<file path="config.mk">
export PLATFORM = sky130hd
export DESIGN_NAME = demo_sel_ctrl
export DESIGN_NICKNAME = d
export VERILOG_FILES = /design/src/rtl/demo_sel_ctrl.sv
export SDC_FILE = /design/constraint.sdc
export NUM_CORES = 1
export LEC_CHECK = 0
export BUFFER_PORTS_ARGS = -buffer_cell sky130_fd_sc_hd__buf_2
export CORE_UTILIZATION = 65
export CTS_BUF_LIST = sky130_fd_sc_hd__clkbuf_8
export CTS_CLUSTER_DIAMETER = 120
export CTS_CLUSTER_SIZE = 20
export DETAILED_ROUTE_END_ITERATION = 10
export PLACE_DENSITY = 0.83
export SYNTH_ARGS = -nofsm -noshare
export SYNTH_HDL_FRONTEND = slang
export SYNTH_SLANG_ARGS = --single-unit
</file>
<file path="constraint.sdc">
create_clock -name clk -period 4.6 [get_ports clk]
set_clock_uncertainty 0.15 [all_clocks]
set_input_delay 0.92 -clock clk [delete_from_list [all_inputs] [get_ports clk]]
set_output_delay 0.92 -clock clk [all_outputs]
set_load 0.02 [all_outputs]
</file>
<file path="src/rtl/demo_sel_ctrl.sv">
// demo_sel_ctrl
//   Turns the two raw board keys into the VGA pattern generator's demo index.
//   Keys are synchronised and debounced. A press steps the index up or down, with
//   wrap or saturate at the bounds. Holding a single key auto-repeats, paced by
//   frame ticks. Pressing both keys (a chord) returns the index to 0.
//   Optional autoplay is enabled by defining DEMO_AUTOPLAY_EN: while the keys are
//   idle it steps the index up every AUTO_FRAMES frame ticks.
// Ports
//   clk            system clock
//   rst            asynchronous reset, active-high
//   i_key_up_n     raw up key, active-low, asynchronous
//   i_key_dn_n     raw down key, active-low, asynchronous
//   i_frame_tick   one-cycle pulse per video frame
//   o_sel_demo     current demo index
//   o_sel_change   pulse in the cycle after o_sel_demo takes a new value
//   o_keys         committed key levels {dn,up}, 1 = pressed
//   o_auto_active  autoplay currently has control
module demo_sel_ctrl #(
   parameter int unsigned DB_CYCLES    = 240000,
   parameter int unsigned N_DEMOS      = 16,
   parameter int unsigned SEL_W        = 4,
   parameter int unsigned WRAP         = 1,
   parameter int unsigned REPEAT_DELAY = 30,
   parameter int unsigned REPEAT_RATE  = 6,
   parameter int unsigned AUTO_FRAMES  = 300
) (
   input  logic             clk,
   input  logic             rst,
   input  logic             i_key_up_n,
   input  logic             i_key_dn_n,
   input  logic             i_frame_tick,
   output logic [SEL_W-1:0] o_sel_demo,
   output logic             o_sel_change,
   output logic [1:0]       o_keys,
   output logic             o_auto_active
);

   localparam int unsigned DB_W    = $clog2(DB_CYCLES + 1);
   localparam int unsigned REP_MAX = (REPEAT_DELAY > REPEAT_RATE) ? REPEAT_DELAY : REPEAT_RATE;
   // One width serves every frame-tick counter (repeat and autoplay idle)
   localparam int unsigned FRM_MAX = (REP_MAX > AUTO_FRAMES) ? REP_MAX : AUTO_FRAMES;
   localparam int unsigned FRM_W   = $clog2(FRM_MAX + 1);

   localparam logic [SEL_W-1:0] SEL_MAX    = SEL_W'(N_DEMOS - 1);
   localparam logic [DB_W-1:0]  DB_LAST    = DB_W'(DB_CYCLES - 1);
   localparam logic [FRM_W-1:0] DELAY_LAST = FRM_W'(REPEAT_DELAY - 1);
   localparam logic [FRM_W-1:0] RATE_LAST  = FRM_W'(REPEAT_RATE - 1);
   localparam logic             WRAP_EN    = (WRAP != 0);

   typedef enum logic [1:0] {
      S_IDLE,
      S_DELAY,
      S_REPEAT,
      S_CHORD
   } state_t;

   logic [1:0]       sync_q1, sync_q2;
   logic [DB_W-1:0]  db_cnt [2];
   logic [1:0]       keys_prev;
   logic [1:0]       rise;
   logic             chord_ev, press_ev;
   state_t           state, state_nxt;
   logic [FRM_W-1:0] rep_cnt, rep_cnt_nxt;
   logic             step_req, chord_clr, auto_step;
   logic [SEL_W-1:0] sel_nxt;

   function automatic logic [SEL_W-1:0] sel_inc(input logic [SEL_W-1:0] s, input logic wrap);
      if (s == SEL_MAX) return wrap ? '0 : SEL_MAX;
      return s + SEL_W'(1);
   endfunction

   function automatic logic [SEL_W-1:0] sel_dec(input logic [SEL_W-1:0] s, input logic wrap);
      if (s == '0) return wrap ? SEL_MAX : '0;
      return s - SEL_W'(1);
   endfunction

   // Two-flop synchroniser, stored as pressed = 1
   always_ff @(posedge clk or posedge rst) begin
      if (rst) begin
         sync_q1 <= '0;
         sync_q2 <= '0;
      end else begin
         sync_q1 <= ~{i_key_dn_n, i_key_up_n};
         sync_q2 <= sync_q1;
      end
   end

   // Debounce: commit after DB_CYCLES consecutive cycles at the new level
   always_ff @(posedge clk or posedge rst) begin
      if (rst) begin
         db_cnt[0] <= '0;
         db_cnt[1] <= '0;
         o_keys    <= '0;
      end else begin
         for (int i = 0; i < 2; i++) begin
            if (sync_q2[i] == o_keys[i]) begin
               db_cnt[i] <= '0;
            end else if (db_cnt[i] == DB_LAST) begin
               o_keys[i] <= sync_q2[i];
               db_cnt[i] <= '0;
            end else begin
               db_cnt[i] <= db_cnt[i] + DB_W'(1);
            end
         end
      end
   end

   // Key events seen in the cycle after a commit
   assign rise     = o_keys & ~keys_prev;
   assign chord_ev = (o_keys == 2'b11) && (keys_prev != 2'b11);
   assign press_ev = ((o_keys == 2'b01) || (o_keys == 2'b10)) && (rise == o_keys);

   // Press / repeat / chord control
   always_comb begin
      state_nxt   = state;
      rep_cnt_nxt = rep_cnt;
      step_req    = 1'b0;
      chord_clr   = 1'b0;
      if (chord_ev) begin
         state_nxt   = S_CHORD;
         rep_cnt_nxt = '0;
         chord_clr   = 1'b1;
      end else if (press_ev) begin
         // A press wins over a coincident frame tick
         state_nxt   = S_DELAY;
         rep_cnt_nxt = '0;
         step_req    = 1'b1;
      end else begin
         case (state)
            S_IDLE: begin
            end
            S_DELAY, S_REPEAT: begin
               if ((o_keys != 2'b01) && (o_keys != 2'b10)) begin
                  state_nxt   = (o_keys == 2'b00) ? S_IDLE : S_CHORD;
                  rep_cnt_nxt = '0;
               end else if (i_frame_tick) begin
                  if (rep_cnt == ((state == S_DELAY) ? DELAY_LAST : RATE_LAST)) begin
                     state_nxt   = S_REPEAT;
                     rep_cnt_nxt = '0;
                     step_req    = 1'b1;
                  end else begin
                     rep_cnt_nxt = rep_cnt + FRM_W'(1);
                  end
               end
            end
            S_CHORD: begin
               // Stay locked out until both keys are released or a fresh press arrives
               if (o_keys == 2'b00) state_nxt = S_IDLE;
            end
            default: begin
               state_nxt   = S_IDLE;
               rep_cnt_nxt = '0;
            end
         endcase
      end
   end

`ifdef DEMO_AUTOPLAY_EN
   localparam logic [FRM_W-1:0] AUTO_LAST = FRM_W'(AUTO_FRAMES - 1);

   logic [FRM_W-1:0] idle_cnt, idle_cnt_nxt;
   logic             auto_nxt;
   logic             key_chg;

   assign key_chg = (o_keys != keys_prev);

   // Idle frame counter; any committed key change hands control back to the user
   always_comb begin
      idle_cnt_nxt = idle_cnt;
      auto_nxt     = o_auto_active;
      auto_step    = 1'b0;
      if (key_chg) begin
         idle_cnt_nxt = '0;
         auto_nxt     = 1'b0;
      end else if ((o_keys == 2'b00) && i_frame_tick) begin
         if (idle_cnt == AUTO_LAST) begin
            idle_cnt_nxt = '0;
            auto_nxt     = 1'b1;
            auto_step    = 1'b1;
         end else begin
            idle_cnt_nxt = idle_cnt + FRM_W'(1);
         end
      end
   end

   always_ff @(posedge clk or posedge rst) begin
      if (rst) begin
         idle_cnt      <= '0;
         o_auto_active <= 1'b0;
      end else begin
         idle_cnt      <= idle_cnt_nxt;
         o_auto_active <= auto_nxt;
      end
   end
`else
   assign auto_step     = 1'b0;
   assign o_auto_active = 1'b0;
`endif

   // Next index; autoplay always wraps regardless of WRAP
   always_comb begin
      sel_nxt = o_sel_demo;
      if (chord_clr) begin
         sel_nxt = '0;
      end else if (step_req) begin
         sel_nxt = o_keys[0] ? sel_inc(o_sel_demo, WRAP_EN) : sel_dec(o_sel_demo, WRAP_EN);
      end else if (auto_step) begin
         sel_nxt = sel_inc(o_sel_demo, 1'b1);
      end
   end

   always_ff @(posedge clk or posedge rst) begin
      if (rst) begin
         state        <= S_IDLE;
         rep_cnt      <= '0;
         keys_prev    <= '0;
         o_sel_demo   <= '0;
         o_sel_change <= 1'b0;
      end else begin
         state        <= state_nxt;
         rep_cnt      <= rep_cnt_nxt;
         keys_prev    <= o_keys;
         o_sel_demo   <= sel_nxt;
         o_sel_change <= (sel_nxt != o_sel_demo);
      end
   end

endmodule
</file>
; ---- Word-level counts from Yosys, hierarchy flattened
; Index checks and enable logic that the tools add are counted.
; W data, S select, Z words.
[totals]
ff_bits = 60
in_bits = 5
elab_cells = 94
out_inout_bits = 8
[classes]
addsub = 5
mux = 39
bitwise = 5
n_reduce_logical = 14
n_eq_ne = 20
[op_table]
columns = op, count
row1 = $mux W18, 4
row2 = $mux W9, 6
row3 = $add A18 B1 Y18 const B, 2
row4 = $eq A18 B18 Y1 const B, 2
row5 = $mux W4, 7
row6 = $mux W2, 7
row7 = $mux W1, 13
row8 = $ne A5 B5 Y1 const B, 2
row9 = $add A9 B1 Y9 const B, 1
row10 = $eq A9 B5 Y1, 1
row11 = $eq A2 B2 Y1 const B, 4
row12 = $reduce_bool A4 Y1, 2
row13 = $reduce_and A2 Y1, 3
row14 = $mux W5, 1
row15 = $add A4 B1 Y4 const B, 1
row16 = $eq A2 B1 Y1 const B, 2
row17 = $eq A4 B4 Y1 const B, 1
row18 = $logic_not A4 Y1, 1
row19 = $ne A2 B2 Y1 const B, 2
row20 = $ne A4 B4 Y1, 1
row21 = $ne A4 B4 Y1 const B, 1
row22 = $not A2 Y2, 2
row23 = $pmux W2 S2, 1
row24 = $reduce_and A4 Y1, 1
row25 = other kinds (11), 15

; ---- Depth between registers and ports, before layout
; Gate-level depths: netlist (run 1).
[depth]
depth_word = 16
mapped_depth = 8
ltp_nobuf = 7

; ---- Worst setup path after synthesis (run 1)
; No wires, ideal clock.
[synth_path]
kind = register -> register
from = register o_keys[0]
to = register rep_cnt[2]
stages_incl_launch_ff = 9
period_less_slack_ns = 2.357
setup_time_ns = 0.078
arrival_time_ns = 2.130
setup_slack_ns = 2.243
n_path_buf = 2
t_required_ns = 4.372
path_cell_list = dfrtp_1 > buf_2 > inv_1 > ha_1 > o2111ai_1 > a21oi_1 > buf_2 > o21ai_0 > a21oi_1
[synth_via]
elab_chain_len = 6
word_cells_on_any_way = 18
cone_classes = eq/ne (6) / mux (4) / bitwise (1) / reduce/logical (7)
[synth_rtl]
columns = item, line_no
row1 = start: declaration, 34  ; output logic [1:0] o_keys,
row2 = start signal: indexed assignment, 99  ; o_keys[i] <= sync_q2[i];
row3 = $ne A2 B1 Y1 / $ne A2 B2 Y1 (equally long branches), 133  ; if ((o_keys != 2'b01) && (o_keys != 2'b10)) begin
row4 = $logic_and A1 B1 Y1, 133
row5 = $mux W9, 133
row6 = $mux W9, 129  ; case (state)
row7 = $mux W9, 123  ; end else if (press_ev) begin
row8 = $mux W9, 119  ; if (chord_ev) begin
row9 = end signal: assignment, 221  ; rep_cnt <= rep_cnt_nxt;
row10 = end: declaration, 63  ; logic [FRM_W-1:0] rep_cnt, rep_cnt_nxt;
; Parallel ways exist; a longest one is shown, timed or not. The select of a mux whose other input is x is not followed.
; A chain may end at the register's enable or synchronous reset.

; ---- Final worst setup path (run 1)
; Same ends and word-level chain as after synthesis.

==> results of run 1 <==
-- sequential cells by signal (all words and copies together) (netlist names) --
name,flops
rep_cnt,9
state,2
sync_q1,2
o_sel_change,1
sync_q2,2
o_keys,2
db_cnt,36
o_sel_demo,4
keys_prev,2
-- final cells by class --
class | count | area, sq um
fill | 343 | 1284
sequential | 60 | 1501
timing repair buffer | 12 | 62.56
multi-input combinational | 251 | 1593
inverter | 16 | 60.06
tap | 67 | 83.83
clock buffer | 10 | 137.6
clock inverter | 6 | 32.53
-- stage by stage --
step	power [W]	hold slack, ns	std cells	utilization, %
finish	0.0009744	0.1955	422	73.00
global route	0.001013	0.2076	422	73.00
global placement	0.0005765	0.1833	406	69.42
CTS	0.0009867	0.1985	422	73.00
detailed placement	0.0005774	0.1871	406	69.42
floorplan	0.0005721	0.1812	337	-
-- Yosys cell counts, types with 5 or more instances --
cell type,count
dfrtp_1,60
and3_1,7
xor2_1,16
o31ai_1,6
nand3_1,21
nand4_1,8
nand2_1,21
ha_1,12
xnor2_1,18
a21oi_1,18
buf_2,5
inv_1,16
o21ai_0,12
nor2_1,49
nor3_1,7
or4_1,8
-- worst max-delay path, cell delays in order (launching register included) --
cell and delay, ns:
dfrtp_1 0.58, inv_1 0.17, ha_1 0.43, o2111ai_1 0.20
a21oi_1 0.90, o21ai_0 0.23, a21oi_1 0.16
-- cell families (layout without fill, tap and decap cells) --
family / after synthesis / after routing / share of synthesized area (%)
adders and majority gates: 12 / 12 / 4.655
muxes: 4 / 4 / 1.280
other: 1 / 1 / 0.1163
xor gates and xnor gates: 34 / 34 / 9.232
AOI/OAI and AO/OA: 54 / 54 / 10.82
DFF: 60 / 60 / 46.55
buffers and inverters: 26 / 44 / 4.073
and+or+nand+nor: 146 / 146 / 23.27
-- cells in the final DEF (no fill, tap or decap), types with 10 or more instances in the layout --
master    instances
clkbuf_8         10
o21ai_0          12
a21oi_1          18
nor2_1           49
xnor2_1          18
buf_2            11
dfrtp_1          60
ha_1             12
xor2_1           16
nand2_1          21
inv_1            17
nand3_1          21
-- worst min-delay path by stage --
stage	to	slack, ns	depth (start not counted)
5_1_grt	sync_q2[1]	0.21	0
6_report	sync_q2[1]	0.20	0
4_1_cts	sync_q2[1]	0.20	0
2_1_floorplan	sync_q2[0]	0.18	0
3_3_place_gp	sync_q2[1]	0.18	0
3_5_place_dp	sync_q2[1]	0.19	0
-- power by group through the flow --
stage	sequential (W)	clock, W	combinational [W]
global route	0.000539	0.000440	0.0000337
floorplan	0.000548	0	0.0000245
detailed placement	0.000549	0	0.0000286
finish	0.000539	0.000408	0.0000278
CTS	0.000539	0.000419	0.0000288
global placement	0.000549	0	0.0000280
-- routing by layer --
metal  track usage [%]  vias to the layer above  part of all wire, %
met5                 0                        -                    0
met4             11.55                        0                  1.6
met3             10.56                       11                  5.2
met2             44.03                       65                   48
met1             32.01                     1180                   45
li1                  -                     1215                    -
==> flow_summary_export.csv, run 1 <==
group,metric,value,unit
routing,wire_per_inst,14.19,microns
synthesis,synth.cell_area,0.003226,sq mm
floorplanning,ios,13,
placed_design,portBuffers,11,
cts,ctsHtreeMaxLevel,3,
global_route,grt_use_total,27.07,%
cells_and_area,area_delta_synth_final,7.603,%
power,combinationalPowerShare,2.8,%
cts,clockBufferDepth,2,
power,switching_share,23.60,%
cts,post_cts_buffers,0,
hold_path,hp-start,"sync_q1[1]",
global_route,grt_max_degree,37,
cts,tritoncts,"yes",
floorplanning,core_area,0.004755,sq mm
critical_path,cp-startpoint,"o_keys[0]",
timing,rsz0062_at_grt,"no",
cts,numCtsBuffers,9,
global_route,overflow,0,
synthesis,ys.flop_type,"dfrtp_1",
placed_design,place_area,0.003301,sq mm
power,p_sw,0.0002299,W
cells_and_area,n_antenna_cell,0,
cells_and_area,nets,367,
cts,clkSinkCount,60,
global_route,antenna_found_initial,0,
synthesis,yosys-top-cells-area,"dfrtp_1 47%, nor2_1 5.7%, xnor2_1 4.9%",
cells_and_area,design_area,0.003471,sq mm
routing,wl,5988,microns
floorplanning,die_w,72.45,microns
timing,fmax,346.4,MHz
timing,worst_pin_slew,1.082,ns
critical_path,arrival,3.01,ns
outcome,outcome,"finished, final reports clean",
placed_design,dp_slack,1.770,ns
critical_path,r2r_setup_slack,1.71,ns
synthesis,ys_warn_count,0,
timing,post-route-period-util,62.76,%
routing,antenna_left,0,
cts,ctsHoldBuffers,0,
synthesis,synth_top_cell_by_area,"dfrtp_1",
routing,first_pass_iters,5,
power,powerDensity,280.7,mW/mm^2
synthesis,ys_seq_area_share,46.55,%
critical_path,critPathKind,"register to register",
timing,setup_viol,0,
floorplanning,die_area,0.005248,sq mm
synthesis,syn_inst,337,
synthesis,synth_top_area_share,46.55,%
synthesis,synth-seq-cells,60,
power,leakagePower,1.500,nW
critical_path,crit_required,4.72,ns
floorplanning,rows,25,
routing,drc_errors,0,
global_route,grt_pass1_wl,10700,microns
placed_design,hpwlAfterDp,4155,microns
power,seq_power_share,55.3,%
critical_path,crit_path_end,"rep_cnt[2]",
synthesis,synth_edf_count,0,
power,peakVddDrop,0.2224,mV
synthesis,yosysUniqueCellTypes,53,
timing,layout_setup_ws,1.713,ns
cells_and_area,drive_gt1_share,9.859,%
hold_path,hold_path.class,"register to register",
run,maxCapViolCount,0,
timing,relSlewSlack,27.84,%
global_route,grt_pass1_vias,2468,
critical_path,cp-end-kind,"register",
synthesis,synth_area_per_cell,9.571,sq um
power,clkPwrFrac,41.8,%
routing,drtIter0Drc,90,
critical_path,r2r_start,"o_keys[0]",
cts,cts_root_buf,"clkbuf_8",
timing,hold_viol_final,0,
critical_path,crit_path_start_kind,"register",
routing,vias,2471,
critical_path,reg2reg_depth,6,
timing,slew_violations,0,
floorplanning,dieHeight,72.45,microns
power,internal_power,0.0007445,W
critical_path,r2r-end,"rep_cnt[2]",
cts,clk_latency,0.35,ns
timing,period_minus_slack,2.887,ns
cts,clkTransAtPathRegs,0.06,ns
synthesis,async_flop_share,100.0,%
critical_path,path_max_fanout,18,
routing,via_per_inst,5.855,
cts,ctsResizeCount,0,
placed_design,gp_congestion,0.8752,
synthesis,syn_nets,354,
floorplanning,start_util,67.84,%
timing,setup_tns,0,ns
No activity file was read; power rests on OpenSTA's default activity.
==> run 2, diff against run 1 <==
--- a/config.mk
+++ b/config.mk
@@ -5,13 +5,14 @@
 export SDC_FILE = /design/constraint.sdc
 export NUM_CORES = 1
 export LEC_CHECK = 0
+export ABC_AREA = 1
 export BUFFER_PORTS_ARGS = -buffer_cell sky130_fd_sc_hd__buf_2
-export CORE_UTILIZATION = 65
+export CORE_UTILIZATION = 58
 export CTS_BUF_LIST = sky130_fd_sc_hd__clkbuf_8
 export CTS_CLUSTER_DIAMETER = 120
 export CTS_CLUSTER_SIZE = 20
 export DETAILED_ROUTE_END_ITERATION = 10
-export PLACE_DENSITY = 0.83
+export PLACE_DENSITY = 0.78
 export SYNTH_ARGS = -nofsm -noshare
 export SYNTH_HDL_FRONTEND = slang
 export SYNTH_SLANG_ARGS = --single-unit
==> constraint.sdc (replaced) <==
create_clock -name clk -period 2.5 [get_ports clk]
set_clock_uncertainty 0.15 [all_clocks]
set_input_delay 0.5 -clock clk [delete_from_list [all_inputs] [get_ports clk]]
set_output_delay 0.5 -clock clk [all_outputs]
set_load 0.02 [all_outputs]
==> flow_summary_export.csv, run 2 <==
group,metric,value,unit
outcome,outcome,"finished, final reports clean",
cts,post_cts_buffers,0,
floorplanning,die_w,79.47,microns
cells_and_area,max_flop_register,"db_cnt",
floorplanning,core_area,0.005642,sq mm
critical_path,cpMostUsedCell,"nand2_2",
timing,fmax,452.2,MHz
floorplanning,rows,27,
global_route,overflow,0,
floorplanning,dieHeight,79.47,microns
routing,wire_per_inst,12.57,microns
cells_and_area,drive_gt1_share,14.13,%
cells_and_area,final_common_cell,"nand2_1",
synthesis,ys_seq_area_share,43.13,%
critical_path,max_stage_delay,0.44,ns
placed_design,gp_congestion,0.8410,
routing,first_pass_iters,4,
placed_design,dp_slack,0.4004,ns
critical_path,critPathKind,"register to register",
floorplanning,ios,13,
synthesis,syn_inst,441,
synthesis,synth_area_per_cell,7.893,sq um
synthesis,syn_nets,458,
synthesis,yosysUniqueCellTypes,35,
timing,slew_violations,0,
synthesis,synth-seq-cells,60,
cts,clk_latency,0.34,ns
placed_design,hpwlAfterDp,4845,microns
cells_and_area,final_core_util,68.33,%
cts,cts_root_buf,"clkbuf_8",
critical_path,arrival,2.28,ns
routing,antenna_left,0,
global_route,grt_pass1_vias,2769,
cells_and_area,reg_top3,"db_cnt (36), rep_cnt (9), o_sel_demo (4)",
global_route,grt_pass1_wl,11940,microns
cells_and_area,n_antenna_cell,0,
placed_design,portBuffers,11,
critical_path,crit_required,2.57,ns
power,p_total,0.001982,W
floorplanning,die_area,0.006315,sq mm
cts,clkTransAtPathRegs,0.07,ns
cells_and_area,nets,481,
timing,period_minus_slack,2.212,ns
critical_path,path_cells,"inv_1, ha_1, nand3_2, nand2_1, inv_2, nand2_2, nand2_2, clkinv_2, nand3_1, o21ai_1, a21oi_1",
routing,drtIter0Drc,157,
critical_path,crit_path_start_kind,"register",
cts,numCtsBuffers,9,
timing,setup_tns,0,ns
cts,tritoncts,"yes",
routing,vias,2873,
timing,rsz0062_at_grt,"no",
critical_path,cp-end-kind,"register",
synthesis,synth_edf_count,0,
global_route,antenna_found_initial,0,
synthesis,ys_warn_count,0,
cells_and_area,largest_register_ffs,36,
timing,setup_viol,0,
synthesis,yosys-top-cells-area,"dfrtp_1 43%, nand2_1 9.2%, inv_1 6.5%",
timing,post-route-period-util,88.46,%
cts,ctsResizeCount,0,
routing,via_per_inst,5.330,
cts,ctsHtreeMaxLevel,3,
cells_and_area,area_delta_synth_final,10.75,%
routing,wl,6776,microns
cts,ctsHoldBuffers,0,
synthesis,synth_top_cell_by_area,"dfrtp_1",
run,maxCapViolCount,0,
critical_path,path_max_fanout,7,
global_route,grt_max_degree,43,
power,powerDensity,514.2,mW/mm^2
synthesis,synth_top_area_share,43.13,%
timing,layout_setup_ws,0.2884,ns
cts,clockBufferDepth,2,
critical_path,crit_slowest_cell,"dfrtp_1",
synthesis,synthTopCellsByCount,"85 x nand2_1, 60 x dfrtp_1, 60 x inv_1",
synthesis,async_flop_share,100.0,%
timing,hold_viol_final,0,
synthesis,synth.cell_area,0.003481,sq mm
floorplanning,start_util,61.70,%
hold_path,hold_path.class,"input pin to asynchronous set/reset pin",
synthesis,ys.flop_type,"dfrtp_1",
routing,drc_errors,0,
cts,clkSinkCount,60,
synthesis,synth.most_common_cell,"nand2_1",
cells_and_area,final_cell_mix,"85 x nand2_1, 60 x dfrtp_1, 59 x inv_1",
global_route,grt_use_total,24.26,%
power,leakagePower,1.987,nW
power,peakVddDrop,0.3821,mV
==> run 2: cell count changes in the layout (fill, tap and decap cells not counted), sizes merged, moves of 4 or more <==
cell / before / now
and3: 8 / 2
and4: 4 / 0
inv: 18 / 65
nand2: 21 / 96
nand3: 21 / 27
nand4: 8 / 22
nor2: 49 / 65
nor3: 9 / 18
o21ai: 13 / 18
o31ai: 6 / 2
or3: 4 / 0
or4: 8 / 0
xnor2: 18 / 5
==> run 2: layer usage <==
layer,vias up,GRT usage [%],part of all wire (%)
li1,1467,-,-
met2,41,40.43,47
met3,12,3.429,2.7
met1,1353,31.59,48
met4,0,10.00,1.7
met5,-,0,0
==> run 2: final cells by class <==
type,instances,area [sq um]
fill,464,1787
tap,72,90.09
sequential,60,1501
clock inverter,1,30.03
timing repair buffer,15,97.59
clock buffer,13,178.9
multi-input combinational,312,1708
inverter,66,249.0
==> run 2: cell families after synthesis <==
family,after synthesis,synth area share [%]
flops,60,43.13
fa+ha+maj,12,4.313
compound gates,40,6.255
simple gates,241,33.86
xor+xnor,18,4.529
other cells,1,0.1077
buf+inv,69,7.800
==> run 2: critical path, delay by kind of cell, from the launching register on <==
kind	cells	cell delay [ns]
AND/OR/NAND/NOR	5	0.56
flip-flops	1	0.44
adder cells (fa/ha/maj)	1	0.42
buffers and inverters	3	0.30
AO/OA/AOI/OAI	2	0.23
==> run 2: final timing paths <==
path,start,end,slack (ns),cells past startpoint
setup / recovery,o_keys[1],rep_cnt[6],0.29,11
hold reg to reg,sync_q1[1],sync_q2[1],0.21,0
setup reg to reg,o_keys[1],rep_cnt[6],0.29,11
min in group clk,i_key_dn_n,sync_q1[1],0.15,2
hold / removal,rst,db_cnt[18],0.009,2
max in group asynchronous,rst,o_sel_demo[2],1.63,3
==> run 2: report_power, final <==
part	switching, W	internal [W]
registers	0.0000108	0.000982
clock network	0.000371	0.000559
logic	0.0000414	0.0000183
==> run 2: stage by stage <==
stage,instance area (sq um),instances,hold slack [ns]
floorplan,3481,441,0.1812
global placement,3646,525,0.1853
finish,3855,539,0.009370
CTS,3855,539,0.01442
global route,3855,539,0.04939
detailed placement,3646,525,0.1957
==> run 3, diff against run 2 <==
--- a/config.mk
+++ b/config.mk
@@ -7,12 +7,13 @@
 export LEC_CHECK = 0
 export ABC_AREA = 1
 export BUFFER_PORTS_ARGS = -buffer_cell sky130_fd_sc_hd__buf_2
-export CORE_UTILIZATION = 58
-export CTS_BUF_LIST = sky130_fd_sc_hd__clkbuf_8
+export CORE_UTILIZATION = 64
+export CTS_BUF_LIST = sky130_fd_sc_hd__clkbuf_4 sky130_fd_sc_hd__clkbuf_8
 export CTS_CLUSTER_DIAMETER = 120
 export CTS_CLUSTER_SIZE = 20
 export DETAILED_ROUTE_END_ITERATION = 10
-export PLACE_DENSITY = 0.78
+export MAX_ROUTING_LAYER = met4
+export PLACE_DENSITY = 0.82
 export SYNTH_ARGS = -nofsm -noshare
 export SYNTH_HDL_FRONTEND = slang
 export SYNTH_SLANG_ARGS = --single-unit
==> constraint.sdc (replaced) <==
create_clock -name clk -period 2.1 [get_ports clk]
set_clock_uncertainty 0.15 [all_clocks]
set_input_delay 0.42 -clock clk [delete_from_list [all_inputs] [get_ports clk]]
set_output_delay 0.42 -clock clk [all_outputs]
set_load 0.02 [all_outputs]
==> flow_summary_export.csv, run 3 (synthesis gave the netlist of run 2 again) <==
group,metric,value,unit
outcome,outcome,"finished, final reports clean",
placed_design,placed_cells,527,
placed_design,gp_congestion,0.9289,
timing,fmax,495.5,MHz
critical_path,path_max_fanout,8,
cells_and_area,finalNonFillerCells,545,
routing,via_per_inst,5.466,
timing,layout_setup_ws,0.08201,ns
cts,clkTransAtPathRegs,0.07,ns
cells_and_area,final_cell_mix,"84 x nand2_1, 60 x dfrtp_1, 59 x inv_1",
floorplanning,die_area,0.005738,sq mm
timing,period_minus_slack,2.018,ns
routing,drtIter0Drc,231,
cts,ctsHtreeMaxLevel,3,
power,powerDensity,596.0,mW/mm^2
cells_and_area,largest_register_ffs,36,
routing,wl,7063,microns
cts,cts_root_buf,"clkbuf_8",
routing,drc_errors,0,
critical_path,critPathKind,"register to register",
placed_design,place_area,0.003674,sq mm
placed_design,hpwlAfterDp,5022,microns
global_route,grt_pass1_vias,2685,
routing,vias,2979,
timing,setup_viol,0,
cells_and_area,reg_top3,"db_cnt (36), rep_cnt (9), o_sel_demo (4)",
cells_and_area,num-fill-cells,377,
cells_and_area,design_area,0.003919,sq mm
floorplanning,ios,13,
placed_design,portBuffers,11,
cts,clk_latency,0.34,ns
timing,post-route-period-util,96.09,%
cells_and_area,area_delta_synth_final,12.58,%
global_route,grt_max_degree,27,
global_route,antenna_found_initial,0,
critical_path,crit_required,2.18,ns
timing,hold_viol_final,0,
global_route,grt_use_total,28.00,%
floorplanning,core_area,0.005172,sq mm
placed_design,dp_slack,0.1064,ns
cts,tritoncts,"yes",
cells_and_area,drive_gt1_share,16.00,%
floorplanning,die_w,75.75,microns
power,leakagePower,2.015,nW
routing,wire_per_inst,12.96,microns
cells_and_area,n_antenna_cell,0,
cts,numCtsBuffers,9,
critical_path,arrival,2.10,ns
cells_and_area,max_flop_register,"db_cnt",
routing,antenna_left,0,
timing,slew_violations,0,
cells_and_area,nets,487,
floorplanning,start_util,67.30,%
global_route,overflow,0,
routing,first_pass_iters,4,
floorplanning,rows,26,
floorplanning,dieHeight,75.75,microns
critical_path,crit_path_start_kind,"register",
critical_path,r2r_setup_slack,0.08,ns
critical_path,cp-end-kind,"register",
run,maxCapViolCount,0,
cells_and_area,final_common_cell,"nand2_1",
global_route,grt_pass1_wl,11460,microns
cts,clkSinkCount,60,
hold_path,hold_path.class,"input pin to register",
power,peakVddDrop,0.4809,mV
cts,clockBufferDepth,2,
## run 3: cell types whose count changed in the layout (fill, tap and decap cells not counted), sizes merged
cell         before  now
buf              15   20
clkbuf           13   12
clkinv            1    2
clkinvlp          0    1
dlygate4sd3       0    1
inv              65   66
## run 3: per-layer routing
layer / part of all wire, % / track usage, %
met1: 45 / 33.68
met4: 2.9 / 15.43
met2: 48 / 43.17
met3: 4.1 / 7.011
met5: 0 / -
## run 3: final timing paths
| path | start | end | cells past startpoint |
|---|---|---|---|
| setup / recovery | state[0] | o_sel_change | 11 |
| hold / removal | i_key_up_n | sync_q1[0] | 2 |
| setup reg to reg | state[0] | o_sel_change | 11 |
| hold reg to reg | sync_q1[0] | sync_q2[0] | 0 |
| max in group asynchronous | rst | o_keys[1] | 4 |
| min in group asynchronous | rst | db_cnt[27] | 3 |
## run 3: final cells by class
cell class	instances	area (sq um)	area share (%)
Multi-Input combinational cell	312	1728	44.09
Clock buffer	12	158.9	4.055
Clock inverter	4	47.55	1.213
Timing Repair Buffer	21	145.1	3.704
Sequential cell	60	1501	38.31
Tap cell	70	87.58	2.235
Inverter	66	250.2	6.386
## run 3: stage by stage
stage               hold WS (ns)  total power (W)  util (%)   TNS, ns
global placement          0.1858         0.001278     71.02         0
detailed placement        0.1855         0.001280     71.02         0
floorplan                 0.1812         0.001249         -  -0.07243
CTS                      0.06331         0.002343     75.21         0
global route             0.06117         0.002414     75.76  -0.02560
finish                   0.07023         0.002336     75.76         0
## run 3: power by group
part	internal [W]	leakage (nW)	switching, W
Sequential	0.00117	0.793	0.0000130
Clock	0.000622	0.106	0.000454
Combinational	0.0000254	1.12	0.0000524
## run 3: what timing repair did
action / CTS / global route
hold buffers: 1 / 0
resized for setup: 0 / 5
hold endpoints to repair: 16 / 0
buffers inserted: 0 / 1
setup endpoints to repair: 0 / 4
## run 3: worst max-delay path: stages (launching register included)
cell and delay [ns]:
dfrtp_1 0.41, inv_1 0.07, ha_1 0.27, inv_1 0.09, nor3_2 0.20, nand3_1 0.13
nand2_2 0.17, nand2_1 0.09, nand4_1 0.08, nand2_1 0.07, nor2_1 0.11, nand2_1 0.06
